`src/rtl/bcd_pkg.sv`:
```
// ============================================================================
// Module  : bcd_pkg
// Brief   : Shared BCD widths, converter state type and digit-correction consts
// Revision: 1.0 - initial release
// ============================================================================
`default_nettype none

package bcd_pkg;

  localparam int BCD_DIGIT_W = 4;

  localparam logic [BCD_DIGIT_W-1:0] DIGIT_THRESH = 4'd8;
  localparam logic [BCD_DIGIT_W-1:0] DIGIT_ADJ    = 4'd3;
  localparam logic [BCD_DIGIT_W-1:0] DIGIT_MAX    = 4'd9;

  typedef enum logic [1:0] {
    IDLE = 2'd0,
    ITER = 2'd1,
    DONE = 2'd2
  } state_t;

endpackage : bcd_pkg

`default_nettype wire

```
`src/rtl/bcd_digit_adj.sv`:
```
// ============================================================================
// Module  : bcd_digit_adj
// Brief   : Reverse double-dabble correction: a digit >= 8 after a shift loses 3
// Revision: 1.0 - initial release
// ============================================================================
`default_nettype none

module bcd_digit_adj
  import bcd_pkg::*;
(
  input  logic [BCD_DIGIT_W-1:0] d_in,
  output logic [BCD_DIGIT_W-1:0] d_out
);

  always_comb begin
    d_out = d_in;
    if (d_in >= DIGIT_THRESH) begin
      d_out = d_in - DIGIT_ADJ;
    end
  end

endmodule : bcd_digit_adj

`default_nettype wire

```
`src/rtl/bcd2bin.sv`:
```
// ============================================================================
// Module  : bcd2bin
// Brief   : Sequential packed-BCD to binary converter, one bit per cycle.
//           Optional invalid-digit check: define BCD2BIN_ERR_CHECK_EN.
// Revision: 1.0 - initial release
// ============================================================================
`default_nettype none

module bcd2bin
  import bcd_pkg::*;
#(
  parameter int NUM_DIGITS = 3,
  parameter int BIN_W      = 10
) (
  input  logic                              Clk,
  input  logic                              Rst_n,
  input  logic                              Start,
  input  logic [BCD_DIGIT_W*NUM_DIGITS-1:0] Bcd,
  output logic                              Busy,
  output logic                              Done,
  output logic [BIN_W-1:0]                  Bin,
  output logic                              Err
);

  localparam int BCD_W = BCD_DIGIT_W * NUM_DIGITS;
  localparam int CNT_W = $clog2(BIN_W + 1);
  localparam logic [CNT_W-1:0] CNT_LAST = CNT_W'(BIN_W - 1);

  state_t                 state_q, state_d;
  logic [BCD_W-1:0]       bcd_q,   bcd_d;
  logic [BIN_W-1:0]       bin_q,   bin_d;
  logic [CNT_W-1:0]       cnt_q,   cnt_d;
  logic                   busy_q,  busy_d;
  logic                   done_q,  done_d;
  logic [BIN_W-1:0]       res_q,   res_d;

  logic [BCD_W+BIN_W-1:0] w_shift;
  logic [BCD_W-1:0]       w_adj_bcd;
  logic [BIN_W-1:0]       w_shift_bin;

  assign w_shift     = {bcd_q, bin_q} >> 1;
  assign w_shift_bin = w_shift[BIN_W-1:0];

  for (genvar i = 0; i < NUM_DIGITS; i++) begin : g_adj
    bcd_digit_adj u_adj (
      .d_in  (w_shift[BIN_W + i*BCD_DIGIT_W +: BCD_DIGIT_W]),
      .d_out (w_adj_bcd[i*BCD_DIGIT_W +: BCD_DIGIT_W])
    );
  end

`ifdef BCD2BIN_ERR_CHECK_EN
  logic                  errlat_q, errlat_d;
  logic                  err_q,    err_d;
  logic [NUM_DIGITS-1:0] w_dig_bad;
  logic                  w_bad;

  for (genvar i = 0; i < NUM_DIGITS; i++) begin : g_chk
    assign w_dig_bad[i] = (Bcd[i*BCD_DIGIT_W +: BCD_DIGIT_W] > DIGIT_MAX);
  end
  assign w_bad = |w_dig_bad;
  assign Err   = err_q;
`else
  assign Err   = 1'b0;
`endif

  always_comb begin
    state_d = state_q;
    bcd_d   = bcd_q;
    bin_d   = bin_q;
    cnt_d   = cnt_q;
    busy_d  = busy_q;
    done_d  = 1'b0;
    res_d   = res_q;
`ifdef BCD2BIN_ERR_CHECK_EN
    errlat_d = errlat_q;
    err_d    = err_q;
`endif
    case (state_q)
      ITER: begin
        bcd_d = w_adj_bcd;
        bin_d = w_shift_bin;
        cnt_d = cnt_q + CNT_W'(1);
        if (cnt_q == CNT_LAST) begin
          state_d = DONE;
          busy_d  = 1'b0;
          done_d  = 1'b1;
`ifdef BCD2BIN_ERR_CHECK_EN
          res_d   = errlat_q ? '0 : w_shift_bin;
          err_d   = errlat_q;
`else
          res_d   = w_shift_bin;
`endif
        end
      end
      default: begin
        // IDLE and DONE both accept a new request; DONE otherwise drops to IDLE
        busy_d = 1'b0;
        if (state_q != IDLE) begin
          state_d = IDLE;
        end
        if (Start) begin
          state_d = ITER;
          busy_d  = 1'b1;
          bcd_d   = Bcd;
          bin_d   = '0;
          cnt_d   = '0;
`ifdef BCD2BIN_ERR_CHECK_EN
          errlat_d = w_bad;
`endif
        end
      end
    endcase
  end

  always_ff @(posedge Clk) begin
    if (!Rst_n) begin
      state_q <= IDLE;
      bcd_q   <= '0;
      bin_q   <= '0;
      cnt_q   <= '0;
      busy_q  <= 1'b0;
      done_q  <= 1'b0;
      res_q   <= '0;
`ifdef BCD2BIN_ERR_CHECK_EN
      errlat_q <= 1'b0;
      err_q    <= 1'b0;
`endif
    end else begin
      state_q <= state_d;
      bcd_q   <= bcd_d;
      bin_q   <= bin_d;
      cnt_q   <= cnt_d;
      busy_q  <= busy_d;
      done_q  <= done_d;
      res_q   <= res_d;
`ifdef BCD2BIN_ERR_CHECK_EN
      errlat_q <= errlat_d;
      err_q    <= err_d;
`endif
    end
  end

  assign Busy = busy_q;
  assign Done = done_q;
  assign Bin  = res_q;

endmodule : bcd2bin

`default_nettype wire

```
`config.mk`:
```
export PLATFORM = sky130hd
export DESIGN_NAME = bcd2bin
export DESIGN_NICKNAME = d
export VERILOG_FILES = /design/src/rtl/bcd_pkg.sv /design/src/rtl/bcd_digit_adj.sv /design/src/rtl/bcd2bin.sv
export SDC_FILE = /design/constraint.sdc
export NUM_CORES = 1
export LEC_CHECK = 0
export ABC_AREA = 1
export BUFFER_PORTS_ARGS = -buffer_cell sky130_fd_sc_hd__buf_2
export CAP_MARGIN = 20
export CORE_MARGIN = 2
export CORE_UTILIZATION = 61
export CTS_BUF_LIST = sky130_fd_sc_hd__clkbuf_4 sky130_fd_sc_hd__clkbuf_8
export CTS_CLUSTER_DIAMETER = 200
export DETAILED_ROUTE_END_ITERATION = 7
export MAX_ROUTING_LAYER = met4
export PLACE_DENSITY = 0.84
export SYNTH_ARGS = -nofsm -noshare
export SYNTH_HDL_FRONTEND = slang
export SYNTH_HIERARCHICAL = 1
export SYNTH_SLANG_ARGS = --single-unit
```
`constraint.sdc`:
```
create_clock -name Clk -period 2.64 [get_ports Clk]
set_input_delay 0.792 -clock Clk [delete_from_list [all_inputs] [get_ports Clk]]
set_output_delay 0.792 -clock Clk [all_outputs]
set_load 0.005 [all_outputs]
```
==> run summary <==
The flow ran to the end, and the final reports show no timing, DRC or antenna violations. The pre-antenna-repair detailed-routing pass consisted of 4 iterations. Depth of the worst register-to-register path: 7.

The via-per-instance ratio came out at 4.60. The per-cell routed wire length was 9.74 um; the die footprint was 3930 um^2. The number of buffers added to fix hold violations after cts is 0.

Data on the critical path is required at its endpoint by 1.85 ns. The post-synthesis instance total came out at 323. Data on the critical path arrives at its endpoint at 0.80 ns. The internal portion of the total power is 820 uW. The tools report the net switching power as 289 uW. The core region is 3310 um^2. The hold slack is 0.491 ns.

The final setup violation count is 0, and the starting utilization of the core area is 63.5%. The smallest clock period supported by the final layout is computed as 1.60 ns. The tools report the final clock skew as 0.00797 ns.

The tools report the type of element launching the critical path as a register. The sum of internal, switching and leakage power was 1110 uW. The first routing iteration left 78 violations. For this design the top-level I/O count stands at 28. For this run, the slowest stage of the critical path takes 0.36 ns. Yosys warning count: 6. The HPWL after detailed placement is 2780 um. Port buffering added 26 buffers. Of all nets on the critical path, the largest fanout is 2. Sequential cells burn 56.4% of the power. The repair_antennas step left the layout with diodes totalling 0. The buffering stage count on the worst path with inverters included was 1; the overall fraction of global-route tracks in use was 22.9%. Number of hold violations in the final report: 0.

The number of max-cap violations is 0, and the largest net degree at the start of global routing is 22. The number of distinct library cell variants in the gate-level netlist after synthesis was 22; the count of instances resized after the clock tree is built was 0. Setup repair after global routing left no endpoint under its margin. Routability-driven placement finished with a final weighted congestion of 0.823.

Global routing consumed, on the met3 layer, 5.05% of the routing resources. In the layout the commonest cells are sky130_fd_sc_hd__nand2_1 (90), sky130_fd_sc_hd__inv_1 (61), sky130_fd_sc_hd__nor2_1 (53). The summed instance area of the synthesized netlist was 2100 um^2; the largest voltage drop on the vdd net was 483 uV.

The area taken by flip-flops and latches is 781 um^2. The multi-input combinational cells in the finished layout cover a total of 1020 um^2. The max-slew violation count came out at 0.

The total stage count of the critical path works out to 1. The share of async-settable or async-resettable flops after synthesis was 0%. The layer flagged by global routing as most heavily used is met2. Sequential elements use 37.2% of the synthesized area. The number of placed instances, taps included, is 390. Number of buffers on the longest clock path: 2. The floorplan step set the die height to 62.7 um. The filler-free cell count of the finished design was 398; the number of rows in the core area was 21. The pin slew with the least headroom to its limit is 0.701 ns.

In the routed design, unresolved DRC markers number 0. The final total negative setup slack is 0 ns. In this run the post-CTS setup repair buffer count came out at 0. The number of inserted filler cells in the final layout is 302, and the static leakage is 0.00119 uW. TritonCTS created 5 clock buffers. Number of antenna violations at the first check in global routing: 0. Headroom to the max-slew limit came out at 53.2%. In this run, the clock network consumes 31.6% of the power.

The number of global-route vias before repair is 1716. The signal on the critical path passes through buf_2. Combinational logic burns 12.0% of the power. The clock network latency to the later pin of the worst-skew pair is 0.34 ns, and the flop and latch count out of synthesis is 39. The post-route clock period utilization is 60.5%. For this run, the post-layout net count is 374. For this run, the top clock speed supported by timing is 627 MHz. In the final layout, the share of cells above drive strength 1 is 14.2%.

The synthesized design contains 0 enable-type register cells. By startpoint and endpoint, the worst setup path is classified as register to output pin. The global-route track usage on met2 is 39.1%. For the number of vias after detailed routing, the log shows 1829.

For this design, the sink count on the clock tree is 39. The H-tree depth reported by CTS was 2; the area overhead of the layout relative to synthesis was 9.89%. The switching fraction of total power works out to 26.1%. The first global-routing pass estimated 7140 um of wire.

The worst hold path was traced through 2 stages. The min-delay analysis places its worst path in the category register to register. The most used flip-flop cell after synthesis was sky130_fd_sc_hd__dfxtp_1.

CTS placed an instance of sky130_fd_sc_hd__clkbuf_4 at the clock tree root. TritonCTS built the clock tree. Wires add up to 3880 um.

The average instance in the mapped netlist occupies 6.50 um^2. From left edge to right edge, the die measures 62.7 um. The routing usage on met1 is 27.8%. The run gives 0 as the global-route congestion overflow total.

Among all stages on the critical path, the largest delay is contributed by sky130_fd_sc_hd__dfxtp_1. STA classifies the critical path endpoint as an output pin. The power density over the cells is 480 nW/um^2, and the clock edge transition at the registers on the reported setup and hold paths is 0.11 ns. Leaving out fill and tap cells, the most frequent cell in the layout is sky130_fd_sc_hd__nand2_1. Gate family responsible for the most delay along the worst path: flip-flops.

The antenna violation net count after detailed routing was 0.
-- worst paths after layout --
kind	startpoint	to	slack [ns]
worst max-delay path	Bin[1]$_SDFFE_PN0P_	Bin[1]	1.04
worst min-delay path	bin_q[4]$_SDFFE_PN0P_	bin_q[3]$_SDFFE_PN0P_	0.49
worst max register to register	state_q[0]$_SDFFE_PN0P_	Bin[1]$_SDFFE_PN0P_	1.19
worst min register to register	bin_q[4]$_SDFFE_PN0P_	bin_q[3]$_SDFFE_PN0P_	0.49
-- Yosys cell counts, types with 2 or more instances --
master | n | area, um^2
sky130_fd_sc_hd__nand2_4 | 2 | 22.5
sky130_fd_sc_hd__buf_6 | 3 | 33.8
sky130_fd_sc_hd__o21ai_2 | 8 | 70.1
sky130_fd_sc_hd__dfxtp_1 | 39 | 781
sky130_fd_sc_hd__a21boi_1 | 3 | 22.5
sky130_fd_sc_hd__inv_2 | 2 | 7.51
sky130_fd_sc_hd__nor2_1 | 53 | 199
sky130_fd_sc_hd__o21ai_0 | 6 | 30.0
sky130_fd_sc_hd__clkbuf_1 | 2 | 7.51
sky130_fd_sc_hd__buf_2 | 3 | 15.0
sky130_fd_sc_hd__xor2_1 | 3 | 26.3
sky130_fd_sc_hd__ha_1 | 8 | 100
sky130_fd_sc_hd__nor2_4 | 2 | 22.5
sky130_fd_sc_hd__inv_1 | 61 | 229
sky130_fd_sc_hd__a21oi_1 | 3 | 15.0
sky130_fd_sc_hd__nand3_1 | 28 | 140
sky130_fd_sc_hd__buf_4 | 3 | 22.5
sky130_fd_sc_hd__nand2_1 | 90 | 338
-- through the flow --
| step | utilization (%) | worst slack (ns) | area [um^2] |
|---|---|---|---|
| 4_1_cts | 69.7 | 1.02 | 2310 |
| 6_report | 69.7 | 1.04 | 2310 |
| 3_5_place_dp | 67.5 | 0.789 | 2240 |
| 3_3_place_gp | 67.5 | 0.829 | 2240 |
| 2_1_floorplan | - | 1.16 | 2120 |
| 5_1_grt | 69.7 | 0.984 | 2310 |
-- power by group through the flow --
stage	clock network, uW	registers [uW]	logic [uW]
floorplan	0	635	111
global placement	0	639	130
detailed placement	0	639	133
CTS	355	626	134
global route	379	629	156
finish	350	626	133
-- area by class of cell --
type	count	area share, %
clock buffers	8	3.14
inverters	63	10.2
multi-input cells	215	44.3
flip-flops and latches	39	33.8
well taps	46	2.49
repair buffers	27	5.96
-- cells by family after synthesis --
logic type                 after synthesis  synth area share, %
adders and majority gates                8                 4.76
AOI/OAI and AO/OA                       20                 6.55
xor gates and xnor gates                 3                 1.25
DFF                                     39                 37.2
and+or+nand+nor                        177                 34.9
other                                    1                0.179
buffers and inverters                   75                 15.2
-- registers in the layout, indices dropped and copies added, names as in the netlist --
register	count
cnt_q	4
state_q	2
Done	1
Bin	10
bin_q	9
bcd_q	12
Busy	1
-- layer usage --
layer / up-vias / part of all wire [%]
li1: 999 / -
met1: 795 / 49
met2: 31 / 46
met3: 4 / 4.1
met4: 0 / 0.93
met5: - / 0
(Power assumes the default switching activity.)
